[config.mk]
export PLATFORM = sky130hd
export DESIGN_NAME = demux1t16_32_reg
export DESIGN_NICKNAME = d
export VERILOG_FILES = /design/src/rtl/demux1t16_32_reg.sv
export SDC_FILE = /design/constraint.sdc
export NUM_CORES = 1
export LEC_CHECK = 0
export BUFFER_PORTS_ARGS = -buffer_cell sky130_fd_sc_hd__buf_4
export CAP_MARGIN = 20
export CORE_MARGIN = 8
export CORE_UTILIZATION = 40
export CTS_BUF_LIST = sky130_fd_sc_hd__clkbuf_4 sky130_fd_sc_hd__clkbuf_8
export DETAILED_ROUTE_END_ITERATION = 8
export GPL_ROUTABILITY_DRIVEN = 0
export GPL_TIMING_DRIVEN = 0
export PLACE_DENSITY_LB_ADDON = 0.2
export REMOVE_ABC_BUFFERS = 1
export SLEW_MARGIN = 20
export SYNTH_ARGS = -nofsm -noshare
export SYNTH_HDL_FRONTEND = slang
export SYNTH_SLANG_ARGS = --single-unit
[constraint.sdc]
create_clock -name clk -period 3.8 [get_ports clk]
set_clock_uncertainty 0.05 [all_clocks]
set_input_delay 0.38 -clock clk [delete_from_list [all_inputs] [get_ports clk]]
set_output_delay 0.38 -clock clk [all_outputs]
set_load 0.01 [all_outputs]
[src/rtl/demux1t16_32_reg.sv]
// demux1t16_32_reg: routes one write word into one of 16 held slots
// (select s or auto pointer), valid/ready handshake, vld flags, clear sweep.
// Ports: clk, rst_n, i_data, s, auto, i_valid, i_ready, clr, busy,
//        wr_ack, ptr, vld, O0..O15.
module demux1t16_32_reg #(
   parameter int unsigned       WIDTH   = 32,
   parameter logic [WIDTH-1:0] CLR_VAL = '0
) (
   input  logic             clk,
   input  logic             rst_n,
   input  logic [WIDTH-1:0] i_data,
   input  logic [3:0]       s,
   input  logic             auto,
   input  logic             i_valid,
   output logic             i_ready,
   input  logic             clr,
   output logic             busy,
   output logic             wr_ack,
   output logic [3:0]       ptr,
   output logic [15:0]      vld,
   output logic [WIDTH-1:0] O0,
   output logic [WIDTH-1:0] O1,
   output logic [WIDTH-1:0] O2,
   output logic [WIDTH-1:0] O3,
   output logic [WIDTH-1:0] O4,
   output logic [WIDTH-1:0] O5,
   output logic [WIDTH-1:0] O6,
   output logic [WIDTH-1:0] O7,
   output logic [WIDTH-1:0] O8,
   output logic [WIDTH-1:0] O9,
   output logic [WIDTH-1:0] O10,
   output logic [WIDTH-1:0] O11,
   output logic [WIDTH-1:0] O12,
   output logic [WIDTH-1:0] O13,
   output logic [WIDTH-1:0] O14,
   output logic [WIDTH-1:0] O15
);

   typedef enum logic {
      IDLE  = 1'b0,
      CLEAR = 1'b1
   } state_t;

   state_t           state_q;
   logic [3:0]       cnt_q;
   logic [3:0]       ptr_q;
   logic [15:0]      vld_q;
   logic             ack_q;
   logic [WIDTH-1:0] slot_q [16];

   logic             we;
   logic [3:0]       tgt;

   // clr wins over a same-cycle write request
   assign i_ready = (state_q == IDLE) & ~clr;
   assign we      = i_valid & i_ready;
   assign tgt     = auto ? ptr_q : s;

   always_ff @(posedge clk or negedge rst_n) begin
      if (!rst_n) begin
         state_q <= IDLE;
         cnt_q   <= '0;
         ptr_q   <= '0;
         vld_q   <= '0;
         ack_q   <= 1'b0;
         for (int k = 0; k < 16; k++) slot_q[k] <= CLR_VAL;
      end else begin
         unique case (state_q)
            IDLE: begin
               ack_q <= we;
               if (clr) begin
                  state_q <= CLEAR;
                  cnt_q   <= '0;
                  ptr_q   <= '0;
               end else if (we) begin
                  slot_q[tgt] <= i_data;
                  vld_q[tgt]  <= 1'b1;
                  if (auto) ptr_q <= ptr_q + 4'd1;
               end
            end
            CLEAR: begin
               // one slot per cycle; clr here is ignored
               ack_q         <= 1'b0;
               slot_q[cnt_q] <= CLR_VAL;
               vld_q[cnt_q]  <= 1'b0;
               cnt_q         <= cnt_q + 4'd1;
               if (cnt_q == 4'd15) state_q <= IDLE;
            end
            default: state_q <= IDLE;
         endcase
      end
   end

   assign busy   = (state_q == CLEAR);
   assign wr_ack = ack_q;
   assign ptr    = ptr_q;
   assign vld    = vld_q;

   assign O0  = slot_q[0];
   assign O1  = slot_q[1];
   assign O2  = slot_q[2];
   assign O3  = slot_q[3];
   assign O4  = slot_q[4];
   assign O5  = slot_q[5];
   assign O6  = slot_q[6];
   assign O7  = slot_q[7];
   assign O8  = slot_q[8];
   assign O9  = slot_q[9];
   assign O10 = slot_q[10];
   assign O11 = slot_q[11];
   assign O12 = slot_q[12];
   assign O13 = slot_q[13];
   assign O14 = slot_q[14];
   assign O15 = slot_q[15];

endmodule

==> run_results.csv <==
group,metric,value,unit
setup_path,crit_arrival,4.02,ns
timing,slew_viol_final,0,
logic_synthesis,yosysTopAreaCell,"dfrtp_1",
timing,fin_crit,3.48,ns
floorplanning,initial_core_util,0.401,
global_route,grt_pass1_wl,124000,µm
setup_path,cp-start-kind,"register",
timing,worst_slack,0.321,ns
logic_synthesis,synth_top_area_share,0.613,
global_route,grt_max_degree,99,
clock_network,cts_setup_buffers,0,
drt,wl_per_cell,22.9,µm
drt,ant_nets,0,
layout,design_area,29200,µm²
logic_synthesis,synth_cells,2408,
clock_network,h-tree-depth,3,
drt,drc,0,
placed_design,dp_hpwl,57500,µm
floorplanning,fp.dieH,250,µm
setup_path,critPathCaptureType,"register",
placed_design,port_buffers,575,
drt,vias,19000,
setup_path,reg2reg_from,"busy",
min_path,min_path_type,"in2reg",
setup_path,critical_path_required,4.35,ns
timing,hold_viol_final,0,
setup_path,crit_fanout,18,
global_route,grt-ovfl-total,0,
logic_synthesis,yosysWarnings,0,
floorplanning,die_w,250,µm
power,p_leak,14.2,nW
run_status,status,"completed",
power,vdd_drop_max,0.433,mV
layout,drive_gt1_frac,0.285,
clock_network,ctsLongestPathBuffers,3,
logic_synthesis,netlist_area,21900,µm²
timing,rsz0062_at_grt,"false",
drt,routed_wirelength,85100,µm
timing,finalCritPeriodShare,0.915,
placed_design,postPlaceCellArea,27000,µm²
layout,nets,2979,
timing,slew_headroom,0.347,
logic_synthesis,synth_area_leaders,"dfrtp_1 61%, nand2_1 18%, o21ai_0 8.3%, o21ai_1 3.4%, clkbuf_1 2.1%",
clock_network,cts_buffers,95,
power,powerDensity,838,nW/µm²
floorplanning,io_pins,576,
placed_design,detailedPlace.worstSlack,0.326,ns
clock_network,tritoncts,"built",
layout,synthToLayoutAreaGrowth,33.2,%
timing,worst_pin_slew,0.978,ns
logic_synthesis,ys_seq_area_frac,0.613,
global_route,antenna_found_initial,0,
floorplanning,row_count,86,
clock_network,clock_latency,0.68,ns
drt,viasPerCell,5.11,
run,max_cap_viol_count,0,
layout,n_antenna_cell,0,
logic_synthesis,ys_seq_elements,538,
setup_path,crit_start,"busy",
clock_network,root_buffer,"clkbuf_8",
timing,whs,0.0708,ns
global_route,track_usage,0.263,
drt,first_pass_iters,5,
global_route,grt_pass1_vias,18200,
timing,fmax,287,MHz
clock_network,clk_pin_slew,0.06,ns
floorplanning,core,54700,µm²
timing,finalSetupViolCount,0,
logic_synthesis,synth.avg_cell_area,9.11,µm²
clock_network,cts.sinks,538,
logic_synthesis,synth_cell_type_count,32,
min_path,hp-start,"i_data[31]",
power,power,24.5,mW
floorplanning,die-area,62600,µm²
setup_path,critPathKind,"reg2reg",
drt,drt_iter0_drc,1490,
[what timing repair did]
| item | in CTS | in global routing |
|---|---|---|
| gates resized for setup | 0 | 0 |
| endpoints found under the hold margin | 114 | 0 |
| hold buffers | 13 | 0 |
[per-layer routing]
metal  global-route usage  vias up  part of all wire
met5                    0        -                 0
li1                     -     8789                 -
met2                0.421      772              0.47
met3               0.0801      119             0.090
met1                0.337     9300              0.41
met4               0.0878        0             0.030
[cells in the mapped netlist (all sizes together)]
cell     number
o21ai       516
mux2          3
nand3         5
a21o         16
a221oi        8
a22o          3
or3           1
xor2          1
dfrtp       538
a2111oi       8
and3b         2
nand2      1045
inv           3
a21oi         1
a22oi         1
clkbuf      126
ha            6
xnor2         1
buf         103
nor3b         1
nor2          5
nand3b        5
and3          1
mux2i         4
or3b          5
[layout make-up]
| cell class | count | area [µm²] |
|---|---|---|
| clock inverters | 15 | 100 |
| repair buffers | 656 | 5290 |
| flip-flops and latches | 538 | 13500 |
| well taps | 704 | 881 |
| inverters | 3 | 11.3 |
| clock buffers | 159 | 2010 |
| fillers | 4919 | 25400 |
| multi-input cells | 1638 | 7480 |
[critical path, stage by stage (launching register included)]
cell       delay [ns]
dfrtp_1          0.57
or3b_2           0.89
a2111oi_4        0.75
buf_4            0.28
buf_4            0.23
buf_6            0.19
buf_4            0.23
nand2_1          0.08
o21ai_1          0.09
[worst paths after layout]
| check | endpoint | slack, ns | cells past startpoint |
|---|---|---|---|
| max reg2reg | O9[1] | 0.32 | 8 |
| max | O9[1] | 0.32 | 8 |
| max in group asynchronous | O12[17] | 1.55 | 6 |
| min in group asynchronous | O10[30] | 0.17 | 2 |
| min | O13[31] | 0.07 | 3 |
| min reg2reg | vld[1] | 0.43 | 1 |
[cells in the final DEF, fill, tap and decap left out, types with 2 or more instances in the layout]
cell type and count:
dlygate4sd3_1 13, a22o_1 3, clkinv_2 10, clkbuf_4 29, and3b_1 2, o21ai_0 366
mux2i_1 3, ha_1 6, mux2_2 3, o21ai_1 150, or3b_4 2, a2111oi_4 8
clkbuf_8 130, a221oi_4 8, inv_8 3, buf_4 597, nand2_2 16, buf_8 11
buf_16 7, inv_1 3, nand2_1 1029, nand3b_1 5, buf_6 27, nor2_1 5
dfrtp_1 538, nand3_1 5, or3b_1 2, a21o_1 16
[sequential cells by signal, summed over array words and instances (netlist names), 4 cells and up]
| register | cells |
|---|---|
| O1 | 32 |
| O11 | 32 |
| O7 | 32 |
| O10 | 32 |
| O14 | 32 |
| O6 | 32 |
| O9 | 32 |
| cnt_q | 4 |
| O12 | 32 |
| ptr | 4 |
| O2 | 32 |
| O3 | 32 |
| O5 | 32 |
| O0 | 32 |
| vld | 16 |
| O13 | 32 |
| O15 | 32 |
| O4 | 32 |
| O8 | 32 |
[logic make-up after synthesis]
group           Yosys count  share of synthesized area
buf+inv                 232                     0.0540
xor+xnor                  2                   0.000798
compound gates          553                      0.138
simple gates           1070                      0.187
fa+ha+maj                 6                    0.00342
mux                       7                    0.00353
flops                   538                      0.613
[metrics by stage]
step,util,setup TNS [ns],cells
final,0.535,0,3713
after global routing,0.535,0,3713
after CTS,0.535,0,3713
after detailed placement,0.494,0,3526
after global placement,0.475,-2514.92,3458
after floorplan,-,-116.68,2179
[report_power, final]
group	total [mW]	leakage, nW	internal (mW)	switching (mW)
Combinational	9.02	5.87	3.96	5.06
Sequential	9.65	7.23	8.12	1.53
Clock	5.84	1.13	3.34	2.51
Note: power is estimated with default switching activity, not from simulation.
